$ cat src/rtl/boot_sequencer.sv
// Power-up sequencer: qualifies PLL lock, releases and waits on the SDRAM controller, configures
// the camera with bounded retries, then enables the LCD path. Lock loss restarts the sequence.
module boot_sequencer #(
  parameter int unsigned LOCK_STABLE_CYC = 1000,
  parameter int unsigned SDRAM_TMO_CYC   = 200000,
  parameter int unsigned CAM_TMO_CYC     = 2000000,
  parameter int unsigned CAM_RETRY_MAX   = 3,
  parameter int unsigned CNT_W           = 24
) (
  input  logic       clk,
  input  logic       rst,
  input  logic       pll_locked,
  input  logic       sdram_init_done,
  input  logic       cam_cfg_done,
  input  logic       cam_cfg_err,
  output logic       sdram_rst_n,
  output logic       cam_cfg_start,
  output logic       lcd_en,
  output logic       sys_ready,
  output logic       fault,
  output logic [2:0] state
);

  localparam int unsigned RetryW = (CAM_RETRY_MAX > 0) ? $clog2(CAM_RETRY_MAX + 1) : 1;

  localparam logic [CNT_W-1:0]  LockLast  = CNT_W'(LOCK_STABLE_CYC - 1);
  localparam logic [CNT_W-1:0]  SdramLast = CNT_W'(SDRAM_TMO_CYC - 1);
  localparam logic [CNT_W-1:0]  CamLast   = CNT_W'(CAM_TMO_CYC - 1);
  localparam logic [RetryW-1:0] RetryMax  = RetryW'(CAM_RETRY_MAX);

  typedef enum logic [2:0] {
    StWaitLock  = 3'd0,
    StSdramInit = 3'd1,
    StCamStart  = 3'd2,
    StCamWait   = 3'd3,
    StRun       = 3'd4,
    StFault     = 3'd5
  } state_e;

  state_e            state_q, state_d;
  logic [CNT_W-1:0]  timer_q, timer_d, timer_inc;
  logic [RetryW-1:0] retry_q, retry_d;
  logic              lock_meta_q, locked_s_q;
  logic              sdram_rst_n_d, cam_cfg_start_d, lcd_en_d, sys_ready_d, fault_d;

  // Saturating increment; the timer never wraps back into a matching compare value.
  assign timer_inc = (timer_q == {CNT_W{1'b1}}) ? timer_q : timer_q + 1'b1;

  always_ff @(posedge clk or posedge rst) begin
    if (rst) begin
      lock_meta_q   <= 1'b0;
      locked_s_q    <= 1'b0;
      state_q       <= StWaitLock;
      timer_q       <= '0;
      retry_q       <= '0;
      sdram_rst_n   <= 1'b0;
      cam_cfg_start <= 1'b0;
      lcd_en        <= 1'b0;
      sys_ready     <= 1'b0;
      fault         <= 1'b0;
    end else begin
      lock_meta_q   <= pll_locked;
      locked_s_q    <= lock_meta_q;
      state_q       <= state_d;
      timer_q       <= timer_d;
      retry_q       <= retry_d;
      sdram_rst_n   <= sdram_rst_n_d;
      cam_cfg_start <= cam_cfg_start_d;
      lcd_en        <= lcd_en_d;
      sys_ready     <= sys_ready_d;
      fault         <= fault_d;
    end
  end

  always_comb begin
    state_d = state_q;
    timer_d = timer_inc;
    retry_d = retry_q;
    case (state_q)
      StWaitLock: begin
        if (!locked_s_q) begin
          timer_d = '0;
        end else if (timer_q == LockLast) begin
          state_d = StSdramInit;
          timer_d = '0;
        end
      end
      StSdramInit: begin
        if (sdram_init_done) begin
          state_d = StCamStart;
          timer_d = '0;
          retry_d = '0;
        end else if (timer_q == SdramLast) begin
          state_d = StFault;
        end
      end
      StCamStart: begin
        state_d = StCamWait;
        timer_d = '0;
      end
      StCamWait: begin
        // An error pulse wins over a simultaneous done pulse.
        if (cam_cfg_err || timer_q == CamLast) begin
          if (retry_q < RetryMax) begin
            retry_d = retry_q + 1'b1;
            state_d = StCamStart;
          end else begin
            state_d = StFault;
          end
        end else if (cam_cfg_done) begin
          state_d = StRun;
        end
      end
      StRun:   timer_d = '0;
      StFault: timer_d = '0;
      default: begin
        state_d = StWaitLock;
        timer_d = '0;
        retry_d = '0;
      end
    endcase
    // Lock loss overrides every other event; FAULT stays sticky.
    if (!locked_s_q && state_q inside {StSdramInit, StCamStart, StCamWait, StRun}) begin
      state_d = StWaitLock;
      timer_d = '0;
      retry_d = '0;
    end
  end

  // Outputs decode the next state so they are registered alongside it.
  always_comb begin
    sdram_rst_n_d   = 1'b0;
    cam_cfg_start_d = 1'b0;
    lcd_en_d        = 1'b0;
    sys_ready_d     = 1'b0;
    fault_d         = 1'b0;
    case (state_d)
      StSdramInit, StCamWait: sdram_rst_n_d = 1'b1;
      StCamStart: begin
        sdram_rst_n_d   = 1'b1;
        cam_cfg_start_d = 1'b1;
      end
      StRun: begin
        sdram_rst_n_d = 1'b1;
        lcd_en_d      = 1'b1;
        sys_ready_d   = 1'b1;
      end
      StFault: fault_d = 1'b1;
      default: ;
    endcase
  end

  assign state = state_q;

endmodule

$ cat config.mk
export PLATFORM = sky130hd
export DESIGN_NAME = boot_sequencer
export DESIGN_NICKNAME = d
export VERILOG_FILES = /design/src/rtl/boot_sequencer.sv
export SDC_FILE = /design/constraint.sdc
export NUM_CORES = 1
export LEC_CHECK = 0
export CAP_MARGIN = 20
export CORE_ASPECT_RATIO = 1.25
export CORE_MARGIN = 2
export CORE_UTILIZATION = 55
export CTS_BUF_LIST = sky130_fd_sc_hd__clkbuf_4 sky130_fd_sc_hd__clkbuf_8
export DETAILED_ROUTE_END_ITERATION = 8
export PLACE_DENSITY = 0.86
export SYNTH_ARGS = -nofsm -noshare
export SYNTH_HDL_FRONTEND = slang
export SYNTH_SLANG_ARGS = --single-unit
export TNS_END_PERCENT = 50
$ cat constraint.sdc
create_clock -name clk -period 1.9 [get_ports clk]
set_input_delay 0.285 -clock clk [delete_from_list [all_inputs] [get_ports clk]]
set_output_delay 0.285 -clock clk [all_outputs]
set_load 0.03 [all_outputs]
==> impl_metrics.json, run 1 <==
{
  "status": "finished with violations",
  "violations": "DRC, setup timing",
  "period_minus_slack_ps": 1993,
  "cts_inserted_buffers": 5,
  "syn2layout_area_growth_pct": 32.54,
  "grt_first_pass_wirelength_um": 7935,
  "dp_slack_ps": -59.40,
  "ios": 14,
  "setup_violations": 6,
  "drc": 2,
  "cpMaxStageDelayCell": "dfrtp_1",
  "start_util_pct": 58.05,
  "power_mw": 1.532,
  "die_y_um": 72.38,
  "r2r-end": "sdram_rst_n",
  "final_nets": 280,
  "synth_cell_types": 49,
  "crit_fanout": 4,
  "clk_pin_slew_ps": 70,
  "clk_latency_ps": 300,
  "drtIter0Drc": 282,
  "n_antenna_cell": 0,
  "die-area_um2": 4248,
  "grt_usage_pct": 24.99,
  "rsz0062_at_grt": "yes",
  "drt_wl_total_um": 5342,
  "regArea_um2": 882.1,
  "powerDensity_nw_per_um2": 561.8,
  "tightest_slew_ps": 449.0,
  "multi_input_area_um2": 1179,
  "grt_overflow": 0,
  "max_freq_ghz": 0.5018,
  "postSynthCellCount": 221,
  "hpwlAfterDp_um": 3434,
  "h-tree-depth": 2,
  "async_flop_share_pct": 100.0,
  "wl_per_cell_um": 17.12,
  "drv_slew": 0,
  "grt_pass1_vias": 1821,
  "p_leak_nw": 1.157,
  "slowest_delay_ps": 400,
  "fillers": 220,
  "rows": 24,
  "drt_first_pass_iters": 9,
  "synth-edff-count": 0,
  "synth-seq-cells": 35,
  "ys_seq_area_share_pct": 42.58,
  "ant_nets": 0,
  "via_per_inst": 5.984,
  "cap_violations": 0,
  "reg2reg_slack_ps": -90,
  "dr_total_vias": 1867,
  "fin_skew_ps": 8.552,
  "synth.avg_cell_area_um2": 9.308,
  "maxSlewHeadroom_pct": 70.07,
  "setup_ws_ps": -92.84,
  "required_ps": 2080,
  "ys_warn_count": 0,
  "synthesis.nets": 229,
  "period_share_pct": 104.9,
  "hold_class": "input port to asynchronous set/reset pin",
  "drive_gt1_share_pct": 31.50,
  "cts_root_buf": "clkbuf_8",
  "grt_max_degree": 36,
  "synthFlopType": "dfrtp_1",
  "place.gp.congestion": 0.9068,
  "worstSetupPathType": "register to register",
  "antenna_found_initial": 0,
  "timing.rr.start": "timer_q[1]",
  "ir_drop_mv": 0.5623,
  "cp-end-kind": "register",
  "clockBufferDepth": 2,
  "port-buffer-count": 13,
  "die_w_um": 58.70,
  "cp.arrival_ps": 2180,
  "ff2ff_path_depth": 7,
  "cts_sinks": 35,
  "crit_chain": "ha_2 -> and3_4 -> and4_4 -> a21o_4 -> a311oi_4 -> a211oi_2 -> or2_1",
  "core_area_um2": 3543,
  "hold_viol_final": 0,
  "crit_path_start_kind": "register",
  "cts_tree": "done",
  "synth.cell_area_um2": 2057
}
[sequential cells by signal, indices dropped and copies added (netlist names)]
register       flops
timer_q           24
state              3
retry_q            2
cam_cfg_start      1
fault              1
lock_meta_q        1
locked_s_q         1
sdram_rst_n        1
sys_ready          1
[synthesized netlist by cell type, types with 2 or more instances]
| master | count | area, µm² |
|---|---|---|
| or2_2 | 2 | 12.51 |
| o311ai_4 | 2 | 52.55 |
| nand3_1 | 17 | 85.08 |
| xor2_1 | 6 | 52.55 |
| o211ai_1 | 2 | 15.01 |
| inv_1 | 9 | 33.78 |
| a31oi_1 | 2 | 12.51 |
| nor3_1 | 6 | 30.03 |
| and4_1 | 2 | 17.52 |
| ha_1 | 2 | 25.02 |
| a21oi_1 | 5 | 25.02 |
| a211oi_1 | 2 | 15.01 |
| nand3b_1 | 2 | 15.01 |
| o21ai_0 | 3 | 15.01 |
| nor2_1 | 43 | 161.4 |
| mux2i_1 | 2 | 20.02 |
| nand2_1 | 16 | 60.06 |
| nor4_1 | 2 | 12.51 |
| nand4_1 | 3 | 18.77 |
| buf_6 | 3 | 33.78 |
| a21o_1 | 2 | 15.01 |
| and3_1 | 4 | 25.02 |
| buf_2 | 5 | 25.02 |
| dfrtp_1 | 35 | 875.8 |
| xnor2_1 | 17 | 148.9 |
| buf_4 | 2 | 15.01 |
| and3_2 | 2 | 15.01 |
| nand2b_1 | 2 | 12.51 |
[stage by stage]
stage	utilization, %	instances	cell area, µm²	setup TNS, ps	hold slack (ps)
3_3_place_gp	68.82	297	2439	-10.91	332.5
5_1_grt	76.94	312	2726	-1078	387.1
2_1_floorplan	-	221	2066	-75.35	316.4
6_report	76.94	312	2726	-136.2	386.9
3_5_place_dp	68.82	297	2439	-87.41	374.7
4_1_cts	72.81	307	2580	-116.5	390.9
[cell usage in the layout, fill, tap and decap left out, types with 5 or more instances in the layout]
master	count
nand2_1	16
inv_1	9
buf_4	36
dfrtp_1	30
clkbuf_8	6
dfrtp_2	5
nor2_2	5
xnor2_1	16
clkdlybuf4s50_1	13
nor2_1	37
xor2_1	6
nand3_1	14
[per-layer routing]
metal	GRT usage, %	share of wire (%)
met1	26.45	39
met2	44.94	55
met4	12.12	1.7
met3	6.774	4.2
met5	0	0
[logic make-up after synthesis]
kind of cell / after synthesis / share of synthesized area, %
adder cells (fa/ha/maj): 2 / 1.216
AO/OA/AOI/OAI: 24 / 10.52
buffers and inverters: 19 / 5.231
XOR/XNOR: 23 / 9.793
multiplexers: 3 / 1.521
flip-flops: 35 / 42.58
AND/OR/NAND/NOR: 115 / 29.14
[critical path, delay by kind of cell, from the launching register on]
family                   cells  cell delay [ps]
flip-flops                   1              400
adder cells (fa/ha/maj)      1              200
AND/OR/NAND/NOR              3              590
AO/OA/AOI/OAI                3              690
[worst max-delay path by stage]
| stage | startpoint | end | cells after the start |
|---|---|---|---|
| 2_1_floorplan | timer_q[0] | sdram_rst_n | 8 |
| 3_3_place_gp | cam_cfg_done | sdram_rst_n | 6 |
| 3_5_place_dp | cam_cfg_done | sdram_rst_n | 6 |
| 4_1_cts | timer_q[0] | sdram_rst_n | 7 |
| 5_1_grt | timer_q[1] | sdram_rst_n | 7 |
| 6_report | timer_q[1] | sdram_rst_n | 7 |
[cell type report]
cell class	count	area share (%)
clock buffer	6	3.029
inverter	9	1.239
tap	39	1.790
timing repair buffer	54	17.07
multi-input combinational	167	43.23
clock inverter	2	1.285
sequential	35	32.35
[power by group]
| part | leakage [nW] | internal (mW) | switching (mW) |
|---|---|---|---|
| registers | 0.474 | 0.752 | 0.00648 |
| clock network | 0.0612 | 0.424 | 0.275 |
| logic | 0.622 | 0.0331 | 0.0403 |
| total | 1.16 | 1.21 | 0.322 |
[timing repair]
action | CTS | global route
pin swaps | 4 | 9
gates resized for setup | 2 | 27
setup endpoints to repair | 4 | 23
cloned | 0 | 0
setup buffers | 2 | 5
hold buffers | 0 | 0
Power figures use the tool's default switching activity.
==> inputs of run 2 (changes only) <==
- HOLD_SLACK_MARGIN: not set -> 0.1
- SKIP_CTS_REPAIR_TIMING: not set -> 1
==> run 2 against run 1 <==
The flow still finishes with violations (DRC, setup timing). Power up 0.37%. Sequential power about the same. Combinational power down 1%. Fmax up 1.1%. Clock skew about the same. Sequential share of layout area up 0.71 points. Global-route usage down 0.11 points. Utilization down 1.9 points. Non-clock buffer count down 4. Largest power group unchanged. Highest routed layer unchanged.
==> impl_metrics.json, run 2 (synthesis gave the netlist of run 1 again) <==
{
  "status": "finished with violations",
  "violations": "DRC, setup timing",
  "wl_per_cell_um": 17.34,
  "p_leak_nw": 1.148,
  "final_nets": 276,
  "dp_slack_ps": -59.40,
  "top_register": "timer_q",
  "switchingPower_mw": 0.3279,
  "grt_overflow": 0,
  "core_area_um2": 3543,
  "die-area_um2": 4248,
  "fin_area_um2": 2660,
  "n_antenna_cell": 0,
  "die_y_um": 72.38,
  "largest_register_ffs": 24,
  "via_per_inst": 5.990,
  "setup_ws_ps": -70.22,
  "ff2ff_path_depth": 6,
  "maxSlewHeadroom_pct": 70.43,
  "powerDensity_nw_per_um2": 577.9,
  "p_int_mw": 1.209,
  "max_freq_ghz": 0.5076,
  "hold_viol_final": 0,
  "reg2reg_slack_ps": -70,
  "cts_tree": "done",
  "dpl_cell_area_um2": 2439,
  "grt_first_pass_wirelength_um": 7886,
  "rows": 24,
  "drive_gt1_share_pct": 28.62,
  "timing.rr.start": "state[0]",
  "required_ps": 2080,
  "hpwlAfterDp_um": 3434,
  "antenna_found_initial": 0,
  "cap_violations": 0,
  "cts_sinks": 35,
  "die_w_um": 58.70,
  "cts_root_buf": "clkbuf_8",
  "fin_tns_setup_ps": -106.4,
  "grt_pass1_vias": 1824,
  "dr_total_vias": 1845,
  "ir_drop_mv": 0.5490,
  "p_seq_share_pct": 49.3,
  "crit_path_start_kind": "register",
  "tightest_slew_ps": 443.6,
  "place.gp.congestion": 0.9068,
  "grt_usage_pct": 24.88,
  "drt_first_pass_iters": 6,
  "cp.arrival_ps": 2150,
  "grt_max_degree": 36,
  "clkPwrFrac_pct": 45.9,
  "hold_class": "input port to asynchronous set/reset pin",
  "cts_inserted_buffers": 5,
  "fillers": 237,
  "clk_latency_ps": 300,
  "cp-end-kind": "register",
  "period_share_pct": 103.7,
  "setup_violations": 2,
  "layout_commonest_cell": "nor2_1",
  "layout_common_cells": "nor2_1, buf_4, dfrtp_1",
  "start_util_pct": 58.05,
  "comb_power_share_pct": 4.7,
  "ios": 14,
  "ant_nets": 0,
  "hold_slack_ps": 387.8,
  "crit_fanout": 10,
  "port-buffer-count": 13,
  "period_minus_slack_ps": 1970,
  "r2r-end": "sdram_rst_n",
  "clockBufferDepth": 2,
  "clk_pin_slew_ps": 70,
  "swShare_pct": 21.33,
  "drtIter0Drc": 282,
  "power_mw": 1.537,
  "worstSetupPathType": "register to register",
  "drc": 2,
  "rsz0062_at_grt": "yes",
  "drt_wl_total_um": 5341,
  "fin_skew_ps": 8.290,
  "syn2layout_area_growth_pct": 29.32,
  "drv_slew": 0,
  "h-tree-depth": 2
}
==> run 2: critical path: stages, from the launching register on <==
cell	delay (ps)
dfrtp_1	530
nand3b_1	190
or3_1	360
a21oi_2	210
a311oi_4	90
and3_2	250
or2_1	230
==> run 2: layout make-up <==
cell class | instances | area (µm²) | area share (%)
tap | 39 | 48.80 | 1.834
inverter | 9 | 33.78 | 1.270
clock buffer | 6 | 82.58 | 3.104
timing repair buffer | 50 | 424.2 | 15.95
clock inverter | 2 | 35.03 | 1.317
sequential | 35 | 879.6 | 33.07
multi-input combinational | 167 | 1156 | 43.46
==> run 2: stage by stage <==
step / utilization [%] / std cells
after global placement: 68.82 / 297
after CTS: 72.14 / 305
after global routing: 75.07 / 308
final: 75.07 / 308
after detailed placement: 68.82 / 297
after floorplan: - / 221
==> run 2: worst max-delay path by stage <==
stage | from | endpoint | slack (ps) | cells past startpoint
2_1_floorplan | timer_q[0] | sdram_rst_n | -80 | 8
4_1_cts | timer_q[0] | sdram_rst_n | -60 | 7
3_3_place_gp | cam_cfg_done | sdram_rst_n | -10 | 6
6_report | state[0] | sdram_rst_n | -70 | 6
5_1_grt | timer_q[0] | sdram_rst_n | -150 | 7
3_5_place_dp | cam_cfg_done | sdram_rst_n | -60 | 6
==> run 2: power by group through the flow <==
stage | logic (mW) | registers [mW] | clock network [mW]
finish | 0.0728 | 0.758 | 0.706
CTS | 0.0702 | 0.758 | 0.708
global placement | 0.0678 | 0.771 | 0
floorplan | 0.0331 | 0.771 | 0
detailed placement | 0.0698 | 0.772 | 0
global route | 0.0807 | 0.759 | 0.746
==> run 2: per-layer routing <==
layer	global-route usage [%]	up-vias	share of wire, %
li1	-	850	-
met1	26.33	897	37
met2	44.57	85	54
met3	6.774	13	5.8
met4	12.37	0	2.4
met5	0	-	0
==> edit, RTL diff (flow settings as in run 2) <==
Register the output `fault` once more, without a reset; this adds one clock of latency there. The other outputs are not delayed to match.
--- a/src/rtl/boot_sequencer.sv
+++ b/src/rtl/boot_sequencer.sv
@@ -37,6 +37,8 @@
     StFault     = 3'd5
   } state_e;
 
+  logic fault_s0;
+
   state_e            state_q, state_d;
   logic [CNT_W-1:0]  timer_q, timer_d, timer_inc;
   logic [RetryW-1:0] retry_q, retry_d;
@@ -57,7 +59,7 @@
       cam_cfg_start <= 1'b0;
       lcd_en        <= 1'b0;
       sys_ready     <= 1'b0;
-      fault         <= 1'b0;
+      fault_s0      <= 1'b0;
     end else begin
       lock_meta_q   <= pll_locked;
       locked_s_q    <= lock_meta_q;
@@ -68,7 +70,7 @@
       cam_cfg_start <= cam_cfg_start_d;
       lcd_en        <= lcd_en_d;
       sys_ready     <= sys_ready_d;
-      fault         <= fault_d;
+      fault_s0      <= fault_d;
     end
   end
 
@@ -152,5 +154,9 @@
 
   assign state = state_q;
 
+  always_ff @(posedge clk) begin
+    fault <= fault_s0;
+  end
+
 endmodule
 
Function: same outputs for any inputs over 10 cycles, from zero or initial values and one cycle with rst high; that may be too few to reach the edited logic, so the function may still have changed.
==> edit against run 2 <==
The flow still finishes with violations (DRC, setup timing); worst setup slack worse by 27 ps; non-clock buffer count unchanged; final area down 0.94%; sequential cell count up 1; die area up 0.91%; wire length down 6.3%; final cell count up 0.32%; count of clock-buffer cells in the layout up 1; combinational power down 6.6%; synthesized area up 0.97%; synthesized cell count up 0.45%; total power down 8.8%; largest power group unchanged.
==> edit: results (changes against run 2) <==
- Status: finished, violations left
- Failing checks: DRC, setup timing
- Number of antenna violations at the first check in global routing: 0 (unchanged)
- Largest net degree at the start of global routing: 36 (unchanged)
- Gr usage total: 0.242 (-0.00678)
- Max reg flops: 24 (unchanged)
- CTS Buffer Depth: 2 (unchanged)
- # H-tree levels: 2 (unchanged)
- Global-route wire length before repair: 7840 um (-0.61%)
- Buffers added on ports: 13 (unchanged)
- Final antenna diode count: 0 (unchanged)
- WL/cell: 16.2 um (-6.6%)
- Asr flop ratio synth: 0.972 (-0.0278)
- Final GP Congestion: 0.897 (-1.1%)
- Final net count: 277 (+0.36%)
- Post-DP HPWL: 3420 um (-0.33%)
- Syn nets: 230 (+0.44%)
- Drt pass-1 iters: 6 (unchanged)
- Largest Register: timer_q
- Synth warn: 0 (unchanged)
- Worst path slowest cell: dfrtp_1
- Clk slew on worst S/H paths: 70 ps (about the same)
- Placed insts: 295 (-0.67%)
- Hold Path Depth: 0
- Clock skew: 7.39 ps (-0.902 ps)
- Slowest cell delay on critical path: 390 ps (-140 ps)
- Hold Path End: fault
- Pre-CTS setup slack: -57.5 ps (+1.95 ps)
- Final worst slack: -97.5 ps (-27.2 ps)
- Layout cells sized above 1: 0.281 (-0.00476)
- Min-Delay Path Class: flip-flop to flip-flop
- Seq/Total Area, Yosys: 0.431 (+0.00553)
- Top cells by area, synth: dfrtp_1, nor2_1, xnor2_1, nand3_1, nand2_1
- Worst skew pair latency: 290 ps
- Leakage: 1.12 nW (-2.3%)
- Vias per cell: 5.85 (-2.3%)
- Root Buffer: clkbuf_8
- Worst-case reg-to-reg path depth: 7 (+1)
- Iteration-0 DRC count of the detailed router: 75 (-73%)
- Peak VDD IR: 0.476 mV (-13%)
- Num CTS Buffers: 5 (unchanged)
- Final setup viols: 4 (+2)
- Worst-Margin Slew: 444 ps (+0.327 ps)
- Vias in the first global route: 1753 (-3.9%)
- Fin cells: 309 (+0.32%)
- Worst EP arrival: 2170 ps (+20 ps)
- Syn avg cell area: 9.36 sq um (+0.52%)
- Post-synth cell types: 50 (+2.0%)
- Drt drc: 2 (unchanged)
- Hold Startpoint: fault_s0
- CP max FO: 4 (-6)
- Critical Path Source: timer_q[1]
-- edit: cell types whose count changed after synthesis, sizes merged --
cell / before / now
dfxtp: 0 / 1
-- edit: power by group --
group / internal (W) / total (W) / leakage (nW) / switching [W]
registers: 0.000773 / 0.000779 / 0.485 / 0.00000552
clock network: 0.000286 / 0.000556 / 0.0491 / 0.000270
logic: 0.0000302 / 0.0000680 / 0.588 / 0.0000378
total: 0.00109 / 0.00140 / 1.12 / 0.000314
-- edit: cells by family after synthesis --
family	after synthesis	share of synthesized area
buf+inv	19	0.0518
flops	36	0.431
compound gates	24	0.104
simple gates	115	0.289
xor+xnor	23	0.0970
mux	3	0.0151
fa+ha+maj	2	0.0120
-- edit: per-layer routing --
| layer | GRT usage | wire length [um] | vias up |
|---|---|---|---|
| li1 | - | - | 853 |
| met1 | 0.288 | 2010 | 883 |
| met2 | 0.412 | 2670 | 59 |
| met3 | 0.0550 | 209 | 13 |
| met4 | 0.106 | 114 | 0 |
| met5 | 0 | 0 | - |
-- edit: stage by stage --
stage	hold WS [ps]	area [sq um]	TNS [ps]	utilization	total power, W
final	350	2640	-193	0.744	0.00140
after global routing	360	2640	-900	0.744	0.00145
after CTS	355	2510	-203	0.709	0.00140
after detailed placement	339	2420	-76.9	0.684	0.000860
after global placement	328	2420	-24.1	0.684	0.000857
after floorplan	316	2090	-75.4	-	0.000826
-- edit: cell type report --
cell class / instances / area (sq um)
fillers: 249 / 908
multi-input cells: 167 / 1140
repair buffers: 50 / 419
inverters: 9 / 33.8
well taps: 39 / 48.8
clock buffers: 7 / 83.8
flip-flops and latches: 36 / 900
clock inverters: 1 / 5.00
-- edit: worst max-delay path: cells and delay by family (launching register included) --
kind | cells | cell delay [ps]
flops | 1 | 390
fa+ha+maj | 1 | 200
compound gates | 3 | 710
simple gates | 3 | 580
